File: config.mk
export PLATFORM = sky130hd
export DESIGN_NAME = fifo_wr_arbiter
export DESIGN_NICKNAME = d
export VERILOG_FILES = /design/src/rtl/fifo_arb_pkg.sv /design/src/rtl/fifo_wr_arbiter_rr_pick.sv /design/src/rtl/fifo_wr_arbiter.sv
export SDC_FILE = /design/constraint.sdc
export NUM_CORES = 1
export LEC_CHECK = 0
export BUFFER_PORTS_ARGS = -buffer_cell sky130_fd_sc_hd__buf_2
export CAP_MARGIN = 20
export CORE_ASPECT_RATIO = 1.2
export CORE_MARGIN = 3
export CORE_UTILIZATION = 45
export CTS_CLUSTER_DIAMETER = 80
export DETAILED_ROUTE_END_ITERATION = 7
export GPL_TIMING_DRIVEN = 0
export PLACE_DENSITY = 0.75
export SYNTH_ARGS = -nofsm -noshare
export SYNTH_HDL_FRONTEND = slang
export SYNTH_SLANG_ARGS = --single-unit
File: constraint.sdc
create_clock -name i_clk -period 2.17 [get_ports i_clk]
set_input_delay 0.434 -clock i_clk [delete_from_list [all_inputs] [get_ports i_clk]]
set_output_delay 0.434 -clock i_clk [all_outputs]
set_load 0.01 [all_outputs]
File: src/rtl/fifo_arb_pkg.sv
// Shared types, defaults and sizing helpers for the FIFO write-port arbiter.
package fifo_arb_pkg;

  typedef enum logic {ARB_IDLE, ARB_BURST} arb_state_t;

  localparam int unsigned DEF_NUM_REQ   = 4;
  localparam int unsigned DEF_WIDTH     = 4;
  localparam int unsigned DEF_BURST_LEN = 4;

  // Beat counter width; one spare bit so BURST_LEN itself is representable.
  function automatic int unsigned cnt_w(input int unsigned burst_len);
    return $clog2(burst_len) + 1;
  endfunction

endpackage

File: src/rtl/fifo_wr_arbiter_rr_pick.sv
// Combinational round-robin picker: rotate the request vector so the slot after
// last_grant sits at bit 0, priority-encode, then rotate the index back.
module rr_pick
  import fifo_arb_pkg::*;
#(
  parameter int unsigned NUM_REQ = DEF_NUM_REQ,
  parameter int unsigned IDX_W   = $clog2(DEF_NUM_REQ)
) (
  input  logic [NUM_REQ-1:0] req,
  input  logic [IDX_W-1:0]   last_grant,
  output logic [IDX_W-1:0]   winner,
  output logic               any_req
);

  logic [NUM_REQ-1:0] rot;
  int unsigned        start;
  int unsigned        off;
  logic               found;

  always_comb begin
    start = (32'(last_grant) + 32'd1) % NUM_REQ;
    rot   = '0;
    for (int unsigned i = 0; i < NUM_REQ; i++) begin
      rot[IDX_W'(i)] = req[IDX_W'((start + i) % NUM_REQ)];
    end
    off   = 0;
    found = 1'b0;
    for (int unsigned i = 0; i < NUM_REQ; i++) begin
      if (rot[IDX_W'(i)] && !found) begin
        off   = i;
        found = 1'b1;
      end
    end
    winner  = IDX_W'((start + off) % NUM_REQ);
    any_req = |req;
  end

endmodule

File: src/rtl/fifo_wr_arbiter.sv
// Round-robin burst arbiter sharing one FIFO write port among NUM_REQ producers.
// Ready/wr_en/data are combinational from the registered grant and the full flag.
module fifo_wr_arbiter
  import fifo_arb_pkg::*;
#(
  parameter int unsigned NUM_REQ   = DEF_NUM_REQ,
  parameter int unsigned WIDTH     = DEF_WIDTH,
  parameter int unsigned BURST_LEN = DEF_BURST_LEN
) (
  input  logic                     i_clk,
  input  logic                     i_rst_n,
  input  logic [NUM_REQ-1:0]       i_req_valid,
  input  logic [NUM_REQ*WIDTH-1:0] i_req_data,
  output logic [NUM_REQ-1:0]       o_req_ready,
  input  logic                     i_fifo_full,
  output logic                     o_fifo_wr_en,
  output logic [WIDTH-1:0]         o_fifo_data,
  output logic [NUM_REQ-1:0]       o_grant,
  output logic                     o_busy
);

  localparam int unsigned     IDX_W     = $clog2(NUM_REQ);
  localparam int unsigned     CNT_W     = cnt_w(BURST_LEN);
  localparam logic [CNT_W-1:0] LAST_BEAT = CNT_W'(BURST_LEN - 1);
  localparam logic [IDX_W-1:0] LAST_IDX  = IDX_W'(NUM_REQ - 1);

  arb_state_t         state_q, state_d;
  logic [NUM_REQ-1:0] grant_q, grant_d;
  logic [IDX_W-1:0]   gidx_q, gidx_d;
  logic [CNT_W-1:0]   beat_cnt_q, beat_cnt_d;
  logic [IDX_W-1:0]   last_grant_q, last_grant_d;

  logic [IDX_W-1:0]   winner;
  logic               any_req;
  logic               g_valid_c;
  logic               xfer_c;
  logic [NUM_REQ-1:0] req_ready_c;
  logic               fifo_wr_en_c;
  logic [WIDTH-1:0]   fifo_data_c;

  rr_pick #(
    .NUM_REQ (NUM_REQ),
    .IDX_W   (IDX_W)
  ) u_rr_pick (
    .req        (i_req_valid),
    .last_grant (last_grant_q),
    .winner     (winner),
    .any_req    (any_req)
  );

  // Next-state, burst accounting and write-port muxing.
  always_comb begin
    state_d      = state_q;
    grant_d      = grant_q;
    gidx_d       = gidx_q;
    beat_cnt_d   = beat_cnt_q;
    last_grant_d = last_grant_q;
    req_ready_c  = '0;
    fifo_wr_en_c = 1'b0;
    fifo_data_c  = '0;
    g_valid_c    = |(i_req_valid & grant_q);
    xfer_c       = 1'b0;

    case (state_q)
      ARB_IDLE: begin
        if (any_req) begin
          state_d    = ARB_BURST;
          grant_d    = NUM_REQ'(1) << winner;
          gidx_d     = winner;
          beat_cnt_d = '0;
        end
      end
      ARB_BURST: begin
        req_ready_c  = grant_q & {NUM_REQ{!i_fifo_full}};
        xfer_c       = g_valid_c && !i_fifo_full;
        fifo_wr_en_c = xfer_c;
        for (int unsigned k = 0; k < NUM_REQ; k++) begin
          if (grant_q[k]) fifo_data_c = i_req_data[k*WIDTH +: WIDTH];
        end
        // Release on a dropped valid or on the final beat of the burst.
        if (!g_valid_c || (xfer_c && beat_cnt_q == LAST_BEAT)) begin
          state_d      = ARB_IDLE;
          grant_d      = '0;
          beat_cnt_d   = '0;
          last_grant_d = gidx_q;
        end else if (xfer_c) begin
          beat_cnt_d = beat_cnt_q + CNT_W'(1);
        end
      end
      default: state_d = ARB_IDLE;
    endcase
  end

  always_ff @(posedge i_clk or negedge i_rst_n) begin
    if (!i_rst_n) begin
      state_q      <= ARB_IDLE;
      grant_q      <= '0;
      gidx_q       <= '0;
      beat_cnt_q   <= '0;
      last_grant_q <= LAST_IDX;
    end else begin
      state_q      <= state_d;
      grant_q      <= grant_d;
      gidx_q       <= gidx_d;
      beat_cnt_q   <= beat_cnt_d;
      last_grant_q <= last_grant_d;
    end
  end

  assign o_req_ready  = req_ready_c;
  assign o_fifo_wr_en = fifo_wr_en_c;
  assign o_fifo_data  = fifo_data_c;
  assign o_grant      = grant_q;
  assign o_busy       = (state_q == ARB_BURST);

  a_no_write_when_full: assert property (@(posedge i_clk) disable iff (!i_rst_n)
    o_fifo_wr_en |-> !i_fifo_full);
  a_grant_onehot0: assert property (@(posedge i_clk) disable iff (!i_rst_n)
    $onehot0(o_grant));
  a_ready_onehot0: assert property (@(posedge i_clk) disable iff (!i_rst_n)
    $onehot0(o_req_ready));
  a_beat_cnt_range: assert property (@(posedge i_clk) disable iff (!i_rst_n)
    beat_cnt_q < CNT_W'(BURST_LEN));

endmodule

==> impl_metrics.toml, run 1 <==
[run_status]
status = "complete, no violations"

[grt]
grt_max_degree = 13
grt.busiest_layer = "met2"
antenna_found_initial = 0
grt_use_met2_pct = 31.06
grt_pass1_vias = 1031
grt_usage_pct = 19.01
use_met3_pct = 2.663
grt_pass1_wl_microns = 4602
overflow = 0
grt_use_met1_pct = 25.91

[detailed_routing]
wl_per_cell_microns = 14.71
first_pass_iters = 4
drt_iter0_drc = 24
wl_microns = 2883
vias = 1101
antenna_left = 0
vias_per_cell = 5.617
drc_errors = 0

[hold_path]
worstHoldPathType = "input pin to async pin"

[clocking]
cts_max_level = 1
tritoncts = "built"
clk_pin_slew_ns = 0.08
numCtsBuffers = 3
root_buffer = "clkbuf_4"
clkSinkCount = 12
clk_latency_ns = 0.27
cts_buffer_depth = 2
cts_hold_buf = 0

[setup_path]
rr_worst_depth = 8
r2r_slack_ns = 0.01
reg2reg_to = "o_grant[0]"
worstReg2RegStart = "last_grant_q[1]"
worstSetupStartpoint = "last_grant_q[1]"
path_class = "flip-flop to flip-flop"
required_ns = 2.38
cp.arrival_ns = 2.36
end_kind = "flip-flop"
worst-path-max-fanout = 5
start_kind = "flip-flop"

[logic_synthesis]
syn_area_sq_um = 1137
synth_flop_cell = "dfrtp_1"
synth_compound_area_share_pct = 27.39
synthMuxAreaShare_pct = 3.740
netlist_top_cells_count = "dfrtp_1, inv_1, nand2_1, a21oi_1, o21ai_0"
synth_area_leaders = "dfrtp_1, dfstp_2, buf_6"
synthAdderAreaFrac_pct = 3.300
synth-simple-area-share_pct = 26.62
yosysSeqAreaShare_pct = 26.62
synthXorXnorAreaFrac_pct = 4.070
yosys_register_bits = 12
synth_cells = 124
async_flop_share_pct = 100.0
syn_avg_cell_area_sq_um = 9.172
synth.most_common_cell = "dfrtp_1"
yosysWarnings = 0
synth-edff-count = 0
synth_cell_type_count = 47
synth_fp_nets = 150
synth_top_family_by_area = "compound AO/OA/AOI/OAI gates"
yosysTopAreaCell = "dfrtp_1"
synth_top_area_share_pct = 22.00

[floorplan]
ios = 37
die_x_microns = 51.90
coreArea_sq_um = 2354
rows = 19
start_util_pct = 48.33
die_h_microns = 61.07
die_area_sq_um = 3169

[timing]
hold_violations = 0
setup_tns_ns = 0
rsz0062_at_grt = "yes"
period_needed_ns = 2.155
setup_viol = 0
fmax_mhz = 464.0
timing.final.crit_share_pct = 99.31
timing.hold.ws_ns = 0.03119
worst-slew-pin-transition_ns = 0.5790
finalClockSkew_ns = 0.005762
relSlewSlack_pct = 61.11
final_max_slew_viol_count = 0
worst_slack_ns = 0.01499

[power]
power.leakage_nw = 0.7064
power_density_nw_per_um2 = 1235
max-vdd-ir-drop_mv = 0.7171

[finish]
nets = 192
ff_latch_area_sq_um = 302.8
multi_input_area_sq_um = 794.5
fillers = 204
diodes = 0
finish.utilization_pct = 62.04
instances_no_fill = 196
layout-drive-gt1-share_pct = 44.24
syn2layout_area_growth_pct = 28.38

[placement]
placed_cells = 189
pre_cts_slack_ns = -0.1749
globalplace.congestion = 0.8375
dp_hpwl_microns = 2219
io_buffer_count = 34

[flow_run]
maxCapViolations = 0
flip-flops by register name, summed over array words and instances (netlist names):
name and flops:
last_grant_q 2, o_busy 1, beat_cnt_q 3, o_grant 4, gidx_q 2
worst max path at each step:
stage	end	depth (start not counted)
detailed placement	o_grant[1]	10
CTS	o_grant[0]	9
global route	o_grant[0]	8
finish	o_grant[0]	8
global placement	o_grant[0]	9
floorplan	o_grant[0]	9
worst max-delay path, stage by stage, from the launching register on:
cell and delay, ns:
dfstp_2 0.59, nand2_4 0.06, a21oi_2 0.13, a2bb2oi_1 0.16
a21oi_1 0.09, ha_1 0.31, or3_4 0.40, a311o_1 0.28
nand3_1 0.08
layer usage:
metal / share of wire (%) / vias up
li1: - / 551
met1: 44 / 517
met2: 51 / 27
met3: 3.2 / 6
met4: 1.4 / 0
met5: 0 / -
through the flow:
step                      area (sq um)  power (W)
after global routing              1460   0.001951
after floorplan                   1137   0.001185
final                             1460   0.001804
after CTS                         1459   0.001791
after global placement            1346   0.001415
after detailed placement          1346   0.001444
cell families after synthesis:
family | count (synthesis)
AOI/OAI and AO/OA | 41
buffers and inverters | 17
muxes | 4
adders and majority gates | 3
and+or+nand+nor | 45
DFF | 12
xor gates and xnor gates | 2
layout make-up:
| class | instances | area share (%) |
|---|---|---|
| timing repair buffer | 39 | 14.22 |
| sequential | 12 | 20.74 |
| inverter | 9 | 2.314 |
| buffer | 6 | 3.171 |
| tap | 31 | 2.656 |
| clock buffer | 4 | 2.485 |
| multi-input combinational | 95 | 54.41 |
cell usage in the layout, fill, tap and decap left out, drive strengths merged, types with 4 or more instances in the layout:
master,instances
buf,42
inv,9
o21ai,10
dfrtp,10
a211o,4
clkbuf,7
and3,4
a21oi,7
nand2,9
where the power goes:
group,internal [W],switching [W],total (W)
registers,0.000318,0.0000740,0.000392
clock network,0.000102,0.0000738,0.000176
logic,0.000612,0.000625,0.00124
total,0.00103,0.000772,0.00180
repair_timing:
action,in CTS,in global routing
endpoints found under the setup margin,8,10
gates resized for setup,10,4
setup buffers,4,1
endpoints found under the hold margin,0,0
pin swaps,5,4
No activity file was read; power rests on OpenSTA's default activity.
==> run 2, diff against run 1 <==
--- a/config.mk
+++ b/config.mk
@@ -13,7 +13,7 @@
 export CTS_CLUSTER_DIAMETER = 80
 export DETAILED_ROUTE_END_ITERATION = 7
 export GPL_TIMING_DRIVEN = 0
-export PLACE_DENSITY = 0.75
+export PLACE_DENSITY = 0.72
 export SYNTH_ARGS = -nofsm -noshare
 export SYNTH_HDL_FRONTEND = slang
 export SYNTH_SLANG_ARGS = --single-unit
==> constraint.sdc (replaced) <==
create_clock -name i_clk -period 2.6 [get_ports i_clk]
set_input_delay 0.52 -clock i_clk [delete_from_list [all_inputs] [get_ports i_clk]]
set_output_delay 0.52 -clock i_clk [all_outputs]
set_load 0.01 [all_outputs]
==> run 2 against run 1 <==
Critical path depth is 2 higher. First-iteration DRC count increased by 50%. Via count rose by 0.36%. Sequential cell count did not move. Setup slack improved by 0.22 ns. Wire length is 6.2% lower. Worst hold slack gained 0.070 ns.
==> impl_metrics.toml, run 2 (synthesized netlist as in run 1, its figures left out) <==
[run_status]
status = "complete, no violations"

[timing]
setup_viol = 0
worst-slew-pin-transition_ns = 0.5044
finalClockSkew_ns = 0.01306
fmax_mhz = 422.5
period_needed_ns = 2.367
timing.final.crit_share_pct = 91.04
hold_violations = 0
relSlewSlack_pct = 66.31
rsz0062_at_grt = "no"
setup_tns_ns = 0
final_max_slew_viol_count = 0
worst_slack_ns = 0.2329

[floorplan]
ios = 37
die_area_sq_um = 3169
coreArea_sq_um = 2354
start_util_pct = 48.33
die_x_microns = 51.90
die_h_microns = 61.07
rows = 19

[clocking]
clk_pin_slew_ns = 0.08
cts_buffer_depth = 2
clkSinkCount = 12
root_buffer = "clkbuf_4"
cts_hold_buf = 0
cts.repair.resized = 0
tritoncts = "built"
numCtsBuffers = 3
clk_latency_ns = 0.28
cts_max_level = 1
cts_setup_buffers = 0

[grt]
grt.busiest_layer = "met2"
grt_use_met1_pct = 22.64
use_met3_pct = 2.906
grt_max_degree = 13
grt_pass1_wl_microns = 4167
antenna_found_initial = 0
grt_usage_pct = 17.24
grt_pass1_vias = 974
overflow = 0
grt_use_met2_pct = 28.37

[finish]
largest_reg_flops = 4
ff_latch_area_sq_um = 302.8
instances_no_fill = 193
diodes = 0
final_cell_mix = "buf_2, dfrtp_1, inv_1, nand2_1, a21oi_1"
syn2layout_area_growth_pct = 20.68
multi_input_area_sq_um = 740.7
nets = 189
fillers = 215
final_common_cell = "buf_2"
layout-drive-gt1-share_pct = 34.57

[detailed_routing]
drt_iter0_drc = 36
antenna_left = 0
vias = 1105
vias_per_cell = 5.725
wl_microns = 2705
wl_per_cell_microns = 14.02
drc_errors = 0
first_pass_iters = 4

[flow_run]
maxCapViolations = 0

[setup_path]
path_common_cell = "a21oi_1"
cp_top_family = "simple AND/OR/NAND/NOR gates"
path_cells = "buf_6 -> nand2_1 -> a21oi_1 -> a2bb2oi_1 -> a21oi_1 -> ha_1 -> xor3_1 -> nor4b_1 -> nand4_1 -> nand3_1"
required_ns = 2.82
path_buf_inv = 1
worst-path-max-fanout = 10
start_kind = "flip-flop"
cp.arrival_ns = 2.59
path_class = "flip-flop to flip-flop"
end_kind = "flip-flop"
cp_slowest_stage_delay_ns = 0.54
critPathSlowestCell = "dfstp_2"

[power]
max-vdd-ir-drop_mv = 0.6040
p_comb_share_pct = 67.2
p_switching_w = 0.0005781
power.leakage_nw = 0.6608
p_clk_share_pct = 9.2
sw_frac_of_total_pct = 43.81
power_w = 0.001320
power_density_nw_per_um2 = 961.4
p_int_w = 0.0007415
p_seq_share_pct = 23.5

[placement]
dp_hpwl_microns = 2168
placed_cells = 189
pre_cts_slack_ns = 0.1402
io_buffer_count = 34
globalplace.congestion = 0.8507

[hold_path]
worstHoldPathType = "input pin to async pin"
## run 2: cell count changes in the layout (fill, tap and decap cells not counted), moves of 2 or more
| cell | change |
|---|---|
| buf_4 | -5 |
| clkbuf_1 | +3 |
| nor4b_1 | +2 |
| nor4b_2 | -2 |
## run 2: area by class of cell
type / count / area share (%)
inverters: 9 / 2.461
multi-input cells: 95 / 53.97
well taps: 31 / 2.826
plain buffers: 8 / 4.376
clock buffers: 4 / 1.914
flip-flops and latches: 12 / 22.06
repair buffers: 34 / 12.40
## run 2: routing by layer
layer  part of all wire, %  vias up  routed length (microns)
li1                      -      541                        -
met1                    46      530                     1242
met2                    49       28                     1332
met3                   3.3        6                       90
met4                   1.5        0                       40
met5                     0        -                        0
## run 2: stage by stage
stage	hold WS (ns)	util (%)	instance area, sq um
floorplan	0.2244	-	1137
global placement	0.4095	57.20	1346
detailed placement	0.4124	57.20	1346
CTS	0.1097	58.32	1373
global route	0.09870	58.32	1373
finish	0.1015	58.32	1373
## run 2: path summary, 6_finish.rpt
path | start | end | cells past startpoint | slack, ns
hold reg to reg | gidx_q[1] | last_grant_q[1] | 1 | 0.48
setup reg to reg | last_grant_q[1] | o_grant[1] | 10 | 0.23
min in group i_clk | gidx_q[1] | last_grant_q[1] | 1 | 0.48
max in group asynchronous | i_rst_n | last_grant_q[0] | 1 | 2.21
hold / removal | i_rst_n | beat_cnt_q[0] | 1 | 0.10
setup / recovery | last_grant_q[1] | o_grant[1] | 10 | 0.23
## run 2: worst reg2reg max path, cell delays in order, from the launching register on
cell       delay, ns
dfstp_2         0.54
buf_6           0.13
nand2_1         0.07
a21oi_1         0.15
a2bb2oi_1       0.17
a21oi_1         0.09
ha_1            0.22
xor3_1          0.44
nor4b_1         0.27
nand4_1         0.14
nand3_1         0.09
## run 2: power by group through the flow
stage                     Clock (W)  Sequential [W]  Combinational, W
after CTS                  0.000125        0.000311          0.000887
after global routing       0.000140        0.000320          0.000976
final                      0.000122        0.000311          0.000887
after detailed placement          0        0.000315          0.000885
after global placement            0        0.000313          0.000871
after floorplan                   0        0.000317          0.000673
==> run 3, diff against run 2 <==
--- a/config.mk
+++ b/config.mk
@@ -8,12 +8,13 @@
 export BUFFER_PORTS_ARGS = -buffer_cell sky130_fd_sc_hd__buf_2
 export CAP_MARGIN = 20
 export CORE_ASPECT_RATIO = 1.2
-export CORE_MARGIN = 3
+export CORE_MARGIN = 2
 export CORE_UTILIZATION = 45
 export CTS_CLUSTER_DIAMETER = 80
 export DETAILED_ROUTE_END_ITERATION = 7
 export GPL_TIMING_DRIVEN = 0
-export PLACE_DENSITY = 0.72
+export MAX_ROUTING_LAYER = met4
+export PLACE_DENSITY = 0.78
 export SYNTH_ARGS = -nofsm -noshare
 export SYNTH_HDL_FRONTEND = slang
 export SYNTH_SLANG_ARGS = --single-unit
==> run 3 against run 2 <==
Sequential share of layout area is 0.16 points lower. Utilization is 0.43 points higher. Non-clock buffer count is the same. Wire length grew 7.4%. Total power increased by 4.8%. Global-route usage grew 4.1 points. Critical path type unchanged. Setup slack worse by 0.057 ns.
==> impl_metrics.toml, run 3 (synthesized netlist as in run 1, its figures left out) <==
[clocking]
cts_max_level = 1
clkSinkCount = 12
cts_hold_buf = 0
tritoncts = "built"
root_buffer = "clkbuf_4"
cts_setup_buffers = 0
clk_pin_slew_ns = 0.09
cts.repair.resized = 0
cts_buffer_depth = 2
numCtsBuffers = 3
clk_latency_ns = 0.28

[finish]
syn2layout_area_growth_pct = 21.56
nets = 189
diodes = 0
layout-drive-gt1-share_pct = 35.19
finish.utilization_pct = 58.75
largest_reg_flops = 4
final_cell_mix = "buf_2, dfrtp_1, inv_1, nand2_1, a21oi_1"
final_common_cell = "buf_2"

[setup_path]
cp.arrival_ns = 2.64
start_kind = "flip-flop"
worstReg2RegStart = "last_grant_q[1]"
rr_worst_depth = 10
required_ns = 2.81
path_class = "flip-flop to flip-flop"
end_kind = "flip-flop"
reg2reg_to = "o_grant[1]"
worst-path-max-fanout = 10
r2r_slack_ns = 0.18

[floorplan]
ios = 37
start_util_pct = 48.33
rows = 19
die_h_microns = 59.07
coreArea_sq_um = 2354
die_area_sq_um = 2947
die_x_microns = 49.90

[timing]
period_needed_ns = 2.424
rsz0062_at_grt = "no"
worst-slew-pin-transition_ns = 0.4948
relSlewSlack_pct = 66.95
hold_violations = 0
final_max_slew_viol_count = 0
setup_viol = 0
timing.final.crit_share_pct = 93.25
fmax_mhz = 412.5
finalClockSkew_ns = 0.004640
setup_tns_ns = 0

[placement]
io_buffer_count = 34
dp_hpwl_microns = 2294
globalplace.congestion = 0.9122

[hold_path]
worstHoldPathType = "input pin to async pin"

[detailed_routing]
drc_errors = 0
first_pass_iters = 5
drt_iter0_drc = 57
vias = 1107
wl_per_cell_microns = 15.05
vias_per_cell = 5.736
wl_microns = 2905
antenna_left = 0

[grt]
grt_pass1_vias = 1087
grt_usage_pct = 21.36
grt_pass1_wl_microns = 4795
antenna_found_initial = 0
grt_max_degree = 13
overflow = 0

[power]
p_int_w = 0.0007681
p_switching_w = 0.0006151
sw_frac_of_total_pct = 44.47
p_comb_share_pct = 66.1
p_seq_share_pct = 22.6
max-vdd-ir-drop_mv = 0.5193
p_clk_share_pct = 11.2
power.leakage_nw = 0.6668
power_density_nw_per_um2 = 1000

[run_status]
status = "complete, no violations"

[flow_run]
maxCapViolations = 0
run 3: changes by cell type in the layout (fill, tap and decap cells not counted):
cell      delta
clkbuf_1     -1
clkbuf_8     +1
run 3: metal layers:
metal	vias to the layer above	track usage, %	wire length (microns)
met3	2	2.525	144
met4	0	4.762	6
met2	33	38.29	1569
met5	-	-	0
met1	529	25.76	1184
li1	543	-	-
run 3: worst max-delay path: stages, from the launching register on:
cell	delay [ns]
dfstp_2	0.55
buf_6	0.14
nand2_1	0.07
a21oi_1	0.16
a2bb2oi_1	0.17
a21oi_1	0.08
ha_1	0.22
xor3_1	0.45
nor4b_1	0.29
nand4_1	0.13
nand3_1	0.09
run 3: cell type report:
| class | count | area [sq um] |
|---|---|---|
| plain buffers | 8 | 60.06 |
| clock buffers | 4 | 36.28 |
| fillers | 221 | 970.9 |
| inverters | 9 | 33.78 |
| multi-input cells | 95 | 740.7 |
| flip-flops and latches | 12 | 302.8 |
| well taps | 31 | 38.79 |
| repair buffers | 34 | 170.2 |
run 3: per-stage QoR:
| stage | total power [W] | cells | setup WS (ns) | area, sq um | hold slack, ns |
|---|---|---|---|---|---|
| finish | 0.001383 | 193 | 0.1756 | 1383 | 0.1089 |
| global route | 0.001475 | 193 | 0.006227 | 1383 | 0.1170 |
| CTS | 0.001375 | 193 | 0.1884 | 1383 | 0.1165 |
| detailed placement | 0.001220 | 189 | 0.1054 | 1346 | 0.4163 |
| global placement | 0.001176 | 189 | 0.1993 | 1346 | 0.4132 |
| floorplan | 0.0009904 | 124 | 0.3379 | 1137 | 0.2244 |
run 3: power by group through the flow:
stage	Clock, W	Sequential (W)	Combinational [W]
2_1_floorplan	0	0.000317	0.000673
3_3_place_gp	0	0.000312	0.000864
3_5_place_dp	0	0.000316	0.000905
4_1_cts	0.000153	0.000312	0.000910
5_1_grt	0.000166	0.000322	0.000987
6_report	0.000155	0.000313	0.000915
run 3: how the worst max path moves through the flow:
stage	end	slack, ns	cells after the start	start
finish	o_grant[1]	0.18	10	last_grant_q[1]
global route	o_grant[1]	0.006	10	last_grant_q[1]
CTS	o_grant[1]	0.19	10	last_grant_q[1]
detailed placement	o_grant[1]	0.11	10	i_req_valid[1]
global placement	o_grant[1]	0.20	10	i_req_valid[1]
floorplan	o_grant[1]	0.34	10	i_req_valid[0]
